==> src/rtl/uart_tft_pkg.sv <==
// Shared constants and types for the UART-to-TFT display path.
// Frame geometry, clocking figures and the byte-pairing state encoding.
package uart_tft_pkg;

   localparam int H_DISP       = 480;
   localparam int V_DISP       = 272;
   localparam int FRAME_PIXELS = H_DISP * V_DISP;
   localparam int FB_ADDR_W    = 17;
   localparam int CLK_HZ       = 50_000_000;
   localparam int BAUD         = 115200;
   localparam int BYTE_CYC     = 4340;

   typedef enum logic {
      WAIT_HI = 1'b0,
      WAIT_LO = 1'b1
   } pair_state_t;

endpackage

==> src/rtl/uart_pixel_packer_if.sv <==
// Byte input and frame-RAM write bundle of the pixel packer.
// The packer uses slave; the byte source / RAM side uses master.
interface uart_pixel_packer_if #(
   parameter int ADDR_W = 17
);

   logic [7:0]        rx_data;
   logic              rx_done;
   logic              sync_clr;
   logic              ram_wren;
   logic [ADDR_W-1:0] ram_waddr;
   logic [15:0]       ram_wdata;
   logic              frame_done;
   logic              err_timeout;

   modport master (
      output rx_data,
      output rx_done,
      output sync_clr,
      input  ram_wren,
      input  ram_waddr,
      input  ram_wdata,
      input  frame_done,
      input  err_timeout
   );

   modport slave (
      input  rx_data,
      input  rx_done,
      input  sync_clr,
      output ram_wren,
      output ram_waddr,
      output ram_wdata,
      output frame_done,
      output err_timeout
   );

endinterface

==> src/rtl/pixel_addr_gen.sv <==
// Frame-RAM write address counter wrapping at PIXELS-1.
// frame_done is registered so it lines up with the write pulse.
module pixel_addr_gen
   import uart_tft_pkg::*;
#(
   parameter int PIXELS = FRAME_PIXELS,
   parameter int ADDR_W = FB_ADDR_W
) (
   input  logic              clk,
   input  logic              rst_n,
   input  logic              clr,
   input  logic              adv,
   output logic [ADDR_W-1:0] addr,
   output logic              frame_done
);

   localparam logic [ADDR_W-1:0] LAST = ADDR_W'(PIXELS - 1);

   logic [ADDR_W-1:0] addr_q;
   logic              at_last;

   assign at_last = (addr_q == LAST);
   assign addr    = addr_q;

   // advance or restart the address; wrap back to 0 after the last pixel
   always_ff @(posedge clk or negedge rst_n) begin
      if (!rst_n) begin
         addr_q <= '0;
      end else if (clr) begin
         addr_q <= '0;
      end else if (adv) begin
         addr_q <= at_last ? '0 : addr_q + 1'b1;
      end
   end

   // flag the write that lands on the last pixel of the frame
   always_ff @(posedge clk or negedge rst_n) begin
      if (!rst_n) begin
         frame_done <= 1'b0;
      end else begin
         frame_done <= adv && !clr && at_last;
      end
   end

endmodule

==> src/rtl/uart_pixel_packer.sv <==
// Packs UART bytes (high first) into RGB565 words for the frame RAM.
// A stalled pair is dropped after TIMEOUT_CYC so pairing resynchronises.
module uart_pixel_packer
   import uart_tft_pkg::*;
#(
   parameter int PIXELS      = FRAME_PIXELS,
   parameter int ADDR_W      = FB_ADDR_W,
   parameter int TIMEOUT_CYC = 21700
) (
   input  logic           Clk,
   input  logic           Reset_n,
   uart_pixel_packer_if.slave bus
);

   localparam int CNT_W = (TIMEOUT_CYC > 2) ? $clog2(TIMEOUT_CYC) : 1;
   localparam logic [CNT_W-1:0] CNT_MAX = CNT_W'(TIMEOUT_CYC - 1);

   pair_state_t       state_q;
   pair_state_t       state_d;
   logic [7:0]        hi_q;
   logic [7:0]        hi_d;
   logic [CNT_W-1:0]  cnt_q;
   logic [CNT_W-1:0]  cnt_d;
   logic              wr_req;
   logic              to_evt;

   logic [ADDR_W-1:0] addr;
   logic              frame_done;

   logic              wren_q;
   logic [ADDR_W-1:0] waddr_q;
   logic [15:0]       wdata_q;
   logic              err_q;

   pixel_addr_gen #(
      .PIXELS (PIXELS),
      .ADDR_W (ADDR_W)
   ) u_addr (
      .clk        (Clk),
      .rst_n      (Reset_n),
      .clr        (bus.sync_clr),
      .adv        (wr_req),
      .addr       (addr),
      .frame_done (frame_done)
   );

   // pairing state, pending high byte and inter-byte counter
   always_ff @(posedge Clk or negedge Reset_n) begin
      if (!Reset_n) begin
         state_q <= WAIT_HI;
         hi_q    <= '0;
         cnt_q   <= '0;
      end else begin
         state_q <= state_d;
         hi_q    <= hi_d;
         cnt_q   <= cnt_d;
      end
   end

   // next pairing state; sync_clr beats a byte, a byte beats the timeout
   always_comb begin
      state_d = state_q;
      hi_d    = hi_q;
      cnt_d   = cnt_q;
      wr_req  = 1'b0;
      to_evt  = 1'b0;
      if (bus.sync_clr) begin
         state_d = WAIT_HI;
         cnt_d   = '0;
      end else begin
         unique case (state_q)
            WAIT_HI: begin
               if (bus.rx_done) begin
                  hi_d    = bus.rx_data;
                  cnt_d   = '0;
                  state_d = WAIT_LO;
               end
            end
            WAIT_LO: begin
               if (bus.rx_done) begin
                  wr_req  = 1'b1;
                  cnt_d   = '0;
                  state_d = WAIT_HI;
               end else if (cnt_q == CNT_MAX) begin
                  to_evt  = 1'b1;
                  hi_d    = '0;
                  cnt_d   = '0;
                  state_d = WAIT_HI;
               end else begin
                  cnt_d   = cnt_q + 1'b1;
               end
            end
            default: begin
               state_d = WAIT_HI;
            end
         endcase
      end
   end

   // registered write port; address and data hold between writes
   always_ff @(posedge Clk or negedge Reset_n) begin
      if (!Reset_n) begin
         wren_q  <= 1'b0;
         waddr_q <= '0;
         wdata_q <= '0;
         err_q   <= 1'b0;
      end else begin
         wren_q <= wr_req;
         err_q  <= to_evt;
         if (wr_req) begin
            waddr_q <= addr;
            wdata_q <= {hi_q, bus.rx_data};
         end
      end
   end

   assign bus.ram_wren    = wren_q;
   assign bus.ram_waddr   = waddr_q;
   assign bus.ram_wdata   = wdata_q;
   assign bus.frame_done  = frame_done;
   assign bus.err_timeout = err_q;

endmodule

==> src/flat_wrapper.sv <==
// flat-port wrapper written by rule: the top's interface ports become plain ports
module uart_pixel_packer_flat import uart_tft_pkg::*;
#(
   parameter int PIXELS      = FRAME_PIXELS,
   parameter int ADDR_W      = FB_ADDR_W,
   parameter int TIMEOUT_CYC = 21700
)
  (Clk, Reset_n, bus_rx_data, bus_rx_done, bus_sync_clr, bus_ram_wren, bus_ram_waddr, bus_ram_wdata, bus_frame_done, bus_err_timeout);
  uart_pixel_packer_if #(.ADDR_W(ADDR_W)) bus_i ();
  input  logic Clk;
  input  logic Reset_n;
  input wire logic [$bits(bus_i.rx_data)-1:0] bus_rx_data;
  input wire logic [$bits(bus_i.rx_done)-1:0] bus_rx_done;
  input wire logic [$bits(bus_i.sync_clr)-1:0] bus_sync_clr;
  output wire logic [$bits(bus_i.ram_wren)-1:0] bus_ram_wren;
  output wire logic [$bits(bus_i.ram_waddr)-1:0] bus_ram_waddr;
  output wire logic [$bits(bus_i.ram_wdata)-1:0] bus_ram_wdata;
  output wire logic [$bits(bus_i.frame_done)-1:0] bus_frame_done;
  output wire logic [$bits(bus_i.err_timeout)-1:0] bus_err_timeout;
  assign bus_i.rx_data = bus_rx_data;
  assign bus_i.rx_done = bus_rx_done;
  assign bus_i.sync_clr = bus_sync_clr;
  assign bus_ram_wren = bus_i.ram_wren;
  assign bus_ram_waddr = bus_i.ram_waddr;
  assign bus_ram_wdata = bus_i.ram_wdata;
  assign bus_frame_done = bus_i.frame_done;
  assign bus_err_timeout = bus_i.err_timeout;
  uart_pixel_packer #(.PIXELS(PIXELS), .ADDR_W(ADDR_W), .TIMEOUT_CYC(TIMEOUT_CYC)) u_core (.Clk(Clk), .Reset_n(Reset_n), .bus(bus_i));
endmodule
==> config.mk <==
export PLATFORM = sky130hd
export DESIGN_NAME = uart_pixel_packer_flat
export DESIGN_NICKNAME = d
export VERILOG_FILES = /design/src/rtl/uart_tft_pkg.sv /design/src/rtl/uart_pixel_packer_if.sv /design/src/rtl/pixel_addr_gen.sv /design/src/rtl/uart_pixel_packer.sv /design/src/flat_wrapper.sv
export SDC_FILE = /design/constraint.sdc
export NUM_CORES = 1
export LEC_CHECK = 0
export BUFFER_PORTS_ARGS = -buffer_cell sky130_fd_sc_hd__buf_2
export CAP_MARGIN = 10
export CORE_MARGIN = 10
export CORE_UTILIZATION = 54
export DETAILED_ROUTE_END_ITERATION = 16
export GPL_ROUTABILITY_DRIVEN = 0
export PLACE_DENSITY = 0.75
export SLEW_MARGIN = 10
export SYNTH_ARGS = -nofsm -noshare
export SYNTH_HDL_FRONTEND = slang
export SYNTH_SLANG_ARGS = --single-unit
==> constraint.sdc <==
create_clock -name Clk -period 2.08 [get_ports Clk]
set_input_delay 0.416 -clock Clk [delete_from_list [all_inputs] [get_ports Clk]]
set_output_delay 0.416 -clock Clk [all_outputs]
set_load 0.05 [all_outputs]
==> results of run 1 <==
[final cells by class]
type	instances	share of cell area, %
Clock buffer	11	3.594
Inverter	4	0.3564
Tap cell	77	2.287
Timing Repair Buffer	62	8.613
Sequential cell	77	45.74
Clock inverter	5	1.396
Multi-Input combinational cell	288	38.02
[metrics by stage]
stage | area, µm² | util (%) | power (W)
after floorplan | 3615 | - | 0.002278
after global placement | 3998 | 62.24 | 0.002483
after CTS | 4208 | 65.52 | 0.003673
final | 4213 | 65.60 | 0.003646
after global routing | 4213 | 65.60 | 0.003802
after detailed placement | 3998 | 62.24 | 0.002504
[worst paths after layout]
kind	endpoint	slack [ps]	cells past startpoint
max	u_core.hi_q[4]	150	7
min	u_core.bus.ram_wdata[4]	20	1
max reg2reg	u_core.hi_q[4]	150	7
min reg2reg	u_core.bus.ram_wdata[12]	470	2
max in group asynchronous	u_core.bus.ram_waddr[7]	1420	2
min in group Clk	u_core.bus.ram_wdata[7]	270	3
[synthesized netlist by cell type, drive strengths merged, types with 5 or more instances]
| library cell | n | area [µm²] |
|---|---|---|
| nand2 | 125 | 469.2 |
| and3 | 5 | 31.28 |
| nand2b | 5 | 31.28 |
| nor3 | 9 | 61.31 |
| nor2b | 8 | 50.05 |
| mux2 | 9 | 131.4 |
| o21ai | 13 | 65.06 |
| a31oi | 15 | 93.84 |
| clkbuf | 9 | 33.78 |
| nand3 | 11 | 55.05 |
| dfrtp | 77 | 1927 |
| nand4 | 12 | 90.09 |
| nor2 | 23 | 88.84 |
| a21oi | 11 | 55.05 |
| buf | 7 | 42.54 |
[worst register-to-register path, stage by stage, from the launching register on]
cell	delay, ps
dfrtp_1	400
ha_1	250
and4bb_2	270
nand4_4	120
nand2_1	120
and3b_1	220
buf_12	150
mux2_4	300
[timing repair]
item                       4_1_cts  5_1_grt
setup endpoints to repair        0        1
hold buffers                     0        0
buffers inserted                 0        0
gates resized for setup          0        1
[logic make-up after synthesis]
kind of cell,count (synthesis),synth area share [%]
simple gates,222,29.94
flops,77,53.31
compound gates,47,7.788
buf+inv,20,2.527
mux,11,4.188
xor+xnor,5,1.211
fa+ha+maj,3,1.039
[flip-flops by register name (all words and copies together) (netlist names)]
| signal | cells |
|---|---|
| u_core.bus.ram_waddr | 17 |
| u_core.u_addr.addr | 17 |
| u_core.bus.ram_wdata | 16 |
| u_core.cnt_q | 15 |
| u_core.hi_q | 8 |
| u_core.bus.err_timeout | 1 |
| u_core.bus.ram_wren | 1 |
| u_core.state_q | 1 |
| u_core.u_addr.frame_done | 1 |
[power groups by stage]
stage / clock, W / sequential (W) / combinational (W)
CTS: 0.00120 / 0.00172 / 0.000760
detailed placement: 0 / 0.00175 / 0.000758
global route: 0.00126 / 0.00174 / 0.000806
global placement: 0 / 0.00174 / 0.000744
floorplan: 0 / 0.00207 / 0.000210
finish: 0.00118 / 0.00172 / 0.000750
[routing by layer]
metal	GRT usage [%]	up-vias
met5	0	-
met4	7.375	0
met3	3.509	11
met2	25.25	128
met1	23.68	1450
li1	-	1442
==> impl_metrics.py, run 1 <==
metrics = {
    "outcome": {
        "status": "completed",
    },
    "logic_synthesis": {
        "syn_inst": 385,
        "synth_cell_types": 49,
        "synth_area_mm2": 0.003615,
        "synthArstFlopShare_pct": 100.0,
        "synth-edff-count": 0,
        "syn_avg_cell_area_um2": 9.389,
        "syn_nets": 400,
        "ys_seq_area_share_pct": 53.31,
        "ys.warnings.count": 0,
        "synthFlopType": "dfrtp_1",
        "yosys_register_bits": 77,
    },
    "floorplan": {
        "fp.coreArea_mm2": 0.006422,
        "fp.dieW_um": 101.8,
        "die-area_mm2": 0.01037,
        "row_count": 29,
        "die_h_um": 101.8,
        "initial_core_util_pct": 56.28,
        "num_io_pins": 48,
    },
    "power": {
        "pwr-share-clk_pct": 32.3,
        "power.internal_w": 0.002466,
        "p_per_area_mw_per_mm2": 865.4,
        "switching_power_w": 0.001180,
        "p_comb_share_pct": 20.6,
        "seq_power_share_pct": 47.1,
        "p_sw_share_pct": 32.37,
        "leakagePower_nw": 2.089,
        "worst_ir_drop_vdd_uv": 403.3,
    },
    "global_route": {
        "track_usage_pct": 17.02,
        "overflow": 0,
        "grt_max_degree": 39,
        "antenna_found_initial": 0,
        "grt_pass1_wl_um": 14170,
        "grt_pass1_vias": 2856,
    },
    "placed_design": {
        "place_inst": 508,
        "place_ws_ps": 157.0,
        "port_buffers": 47,
        "hpwl_um": 5895,
    },
    "sta": {
        "slew_violations": 0,
        "period_needed_ps": 1932,
        "slew_headroom_pct": 65.46,
        "layout_setup_ws_ps": 148.5,
        "setup-tns-final_ps": 0,
        "finClkSkew_ps": 9.179,
        "fmax_ghz": 0.5177,
        "finalCritPeriodShare_pct": 92.86,
        "hold_ws_ps": 20.25,
        "rsz0062_at_grt": "false",
        "worst_pin_slew_ps": 513.4,
        "report.final.setup_viol": 0,
        "hold_violations": 0,
    },
    "routing": {
        "m1WireLength_um": 3767,
        "drt_iter0_drc": 278,
        "dr.max_layer_used": "met4",
        "wl_met3_um": 717,
        "firstDrtPassIters": 5,
        "vias": 3031,
        "wl_met2_um": 3848,
        "totalWireLength_um": 8454,
        "drc": 0,
        "drtAntennaViolNets": 0,
        "wl_per_cell_um": 16.13,
        "vias_per_cell": 5.784,
    },
    "worst_setup_path": {
        "arrival_ps": 2160,
        "path_cells": "ha_1 -> and4bb_2 -> nand4_4 -> nand2_1 -> and3b_1 -> buf_12 -> mux2_4",
        "crit_path_start": "u_core.cnt_q[1]",
        "critPathSlowestCell": "dfrtp_1",
        "r2r-start": "u_core.cnt_q[1]",
        "slowest_delay_ps": 400,
        "crit_fanout": 8,
        "end_kind": "flip-flop",
        "critPathLaunchType": "flip-flop",
        "path_buf_inv": 1,
        "worstSetupPathType": "reg2reg",
        "required_ps": 2310,
        "crit_family": "simple AND/OR/NAND/NOR gates",
    },
    "final_layout": {
        "seqCellArea_mm2": 0.001927,
        "multi_input_area_mm2": 0.001602,
        "layout_commonest_cell": "nand2_1",
        "fill_cells": 530,
        "layout_common_cells": "nand2_1, dfrtp_1, buf_2",
        "nNetsFinal": 457,
        "instances_no_fill": 524,
        "diodes": 0,
        "drive_gt1_share_pct": 21.03,
        "area_growth_pct": 16.55,
    },
    "cts": {
        "clockRootBuffer": "clkbuf_8",
        "cts_tree": "built",
        "numCtsBuffers": 9,
        "cts.sinks": 77,
        "worstSkewPairLatency_ps": 340,
        "clk_pin_slew_worst_paths_ps": 80,
        "ctsLongestPathBuffers": 2,
        "htree_levels": 3,
    },
    "flow_run": {
        "drv_cap": 0,
    },
    "hold_path": {
        "hp-class": "in2async",
    },
}
Note: power is estimated with default switching activity, not from simulation.
==> run 2: changes to the inputs <==
BUFFER_PORTS_ARGS = unset   (was -buffer_cell sky130_fd_sc_hd__buf_2)
CORE_ASPECT_RATIO = 0.5   (was unset)
DONT_BUFFER_PORTS = 1   (was unset)
PLACE_DENSITY = 0.69   (was 0.75)
==> run 2 against run 1 <==
The run now ends with hold timing left. Critical path depth down 1. Largest power group unchanged. Clock-buffer cell count is 2 lower. Hold slack got worse by 260 ps. Largest cell class unchanged. First-iteration DRC count down 32%. Register-to-register slack hardly changed.
==> impl_metrics.py, run 2 (synthesis results as in run 1) <==
metrics = {
    "routing": {
        "dr.max_layer_used": "met4",
        "drt_iter0_drc": 188,
        "m1WireLength_um": 3466,
        "drtAntennaViolNets": 0,
        "wl_met3_um": 416,
        "wl_per_cell_um": 16.20,
        "totalWireLength_um": 7824,
        "drc": 0,
        "vias_per_cell": 5.679,
        "vias": 2743,
        "firstDrtPassIters": 4,
        "wl_met2_um": 3920,
    },
    "worst_setup_path": {
        "critPathLaunchType": "flip-flop",
        "arrival_ps": 2190,
        "required_ps": 2330,
        "crit_fanout": 13,
        "end_kind": "flip-flop",
        "worstSetupPathType": "reg2reg",
    },
    "power": {
        "leakagePower_nw": 1.886,
        "worst_ir_drop_vdd_uv": 534.2,
        "p_per_area_mw_per_mm2": 984.3,
    },
    "placed_design": {
        "hpwl_um": 5440,
        "place_inst": 467,
        "place_ws_ps": 121.6,
        "port_buffers": 0,
    },
    "floorplan": {
        "fp.dieW_um": 135.7,
        "die_h_um": 77.86,
        "num_io_pins": 48,
        "fp.coreArea_mm2": 0.006281,
        "row_count": 20,
        "die-area_mm2": 0.01057,
        "initial_core_util_pct": 57.55,
    },
    "final_layout": {
        "diodes": 0,
        "drive_gt1_share_pct": 10.63,
        "layout_commonest_cell": "nand2_1",
        "area_growth_pct": 12.12,
        "nNetsFinal": 405,
        "fill_cells": 517,
        "instances_no_fill": 483,
        "layout_common_cells": "nand2_1, dfrtp_1, nor2_1",
    },
    "flow_run": {
        "drv_cap": 0,
    },
    "outcome": {
        "status": "finished, violations left",
        "violations": "hold timing",
    },
    "sta": {
        "worst_pin_slew_ps": 614.7,
        "hold_violations": 77,
        "finClkSkew_ps": 7.242,
        "period_needed_ps": 1938,
        "slew_headroom_pct": 58.70,
        "finalCritPeriodShare_pct": 93.18,
        "report.final.setup_viol": 0,
        "hold_ws_ps": -235.5,
        "rsz0062_at_grt": "false",
        "layout_setup_ws_ps": 141.9,
        "fmax_ghz": 0.5160,
        "slew_violations": 0,
        "setup-tns-final_ps": 0,
    },
    "global_route": {
        "grt_pass1_vias": 2680,
        "overflow": 0,
        "grt_max_degree": 78,
        "track_usage_pct": 15.72,
        "antenna_found_initial": 0,
        "grt_pass1_wl_um": 13500,
    },
    "cts": {
        "clk_pin_slew_worst_paths_ps": 60,
        "numCtsBuffers": 9,
        "cts.sinks": 77,
        "cts_setup_buffers": 0,
        "ctsLongestPathBuffers": 2,
        "clockRootBuffer": "clkbuf_16",
        "worstSkewPairLatency_ps": 340,
        "htree_levels": 3,
        "cts_tree": "built",
    },
    "hold_path": {
        "hp-class": "in2async",
    },
}
==> run 2: path summary, 6_finish.rpt <==
| path | start | to | slack [ps] | cells past startpoint |
|---|---|---|---|---|
| max | u_core.cnt_q[0] | u_core.cnt_q[11] | 140 | 6 |
| min | Reset_n | u_core.bus.ram_waddr[2] | -240 | 0 |
| max reg2reg | u_core.cnt_q[0] | u_core.cnt_q[11] | 140 | 6 |
| min reg2reg | u_core.hi_q[0] | u_core.bus.ram_wdata[8] | 460 | 2 |
| max in group asynchronous | Reset_n | u_core.hi_q[2] | 2200 | 0 |
| min in group Clk | bus_sync_clr | u_core.u_addr.addr[9] | 130 | 1 |
==> run 2: stage by stage <==
step | instance area, µm² | total power, W | util [%]
after floorplan | 3615 | 0.002278 | -
after global placement | 3724 | 0.002339 | 59.28
after detailed placement | 3724 | 0.002354 | 59.28
after CTS | 4048 | 0.004031 | 64.44
after global routing | 4053 | 0.004146 | 64.52
final | 4053 | 0.003989 | 64.52
==> run 2: where the power goes <==
part | total, W | internal, W | switching [W]
registers | 0.00207 | 0.00163 | 0.000440
clock network | 0.00167 | 0.00106 | 0.000616
logic | 0.000244 | 0.000128 | 0.000117
==> run 2: final cells by class <==
| class | instances | area [µm²] | share of cell area, % |
|---|---|---|---|
| Sequential cell | 77 | 1927 | 47.55 |
| Multi-Input combinational cell | 288 | 1602 | 39.52 |
| Clock buffer | 9 | 225.2 | 5.557 |
| Tap cell | 88 | 110.1 | 2.717 |
| Clock inverter | 7 | 98.84 | 2.439 |
| Timing Repair Buffer | 10 | 75.07 | 1.852 |
| Inverter | 4 | 15.01 | 0.3705 |
==> run 2: layer usage <==
metal	track usage [%]	up-vias
li1	-	1338
met4	4.487	0
met1	19.06	1352
met5	0	-
met2	25.63	51
met3	5.977	2
==> run 2: worst max-delay path, cell delays in order (launching register included) <==
cell	delay, ps
dfrtp_1	410
ha_1	260
and4bb_2	260
nand4_4	100
and2_1	430
o21ai_0	190
a31oi_1	210
==> run 2: repair_timing <==
action / CTS / global route
resized for setup: 0 / 1
endpoints found under the hold margin: 77 / 77
setup endpoints to repair: 0 / 4
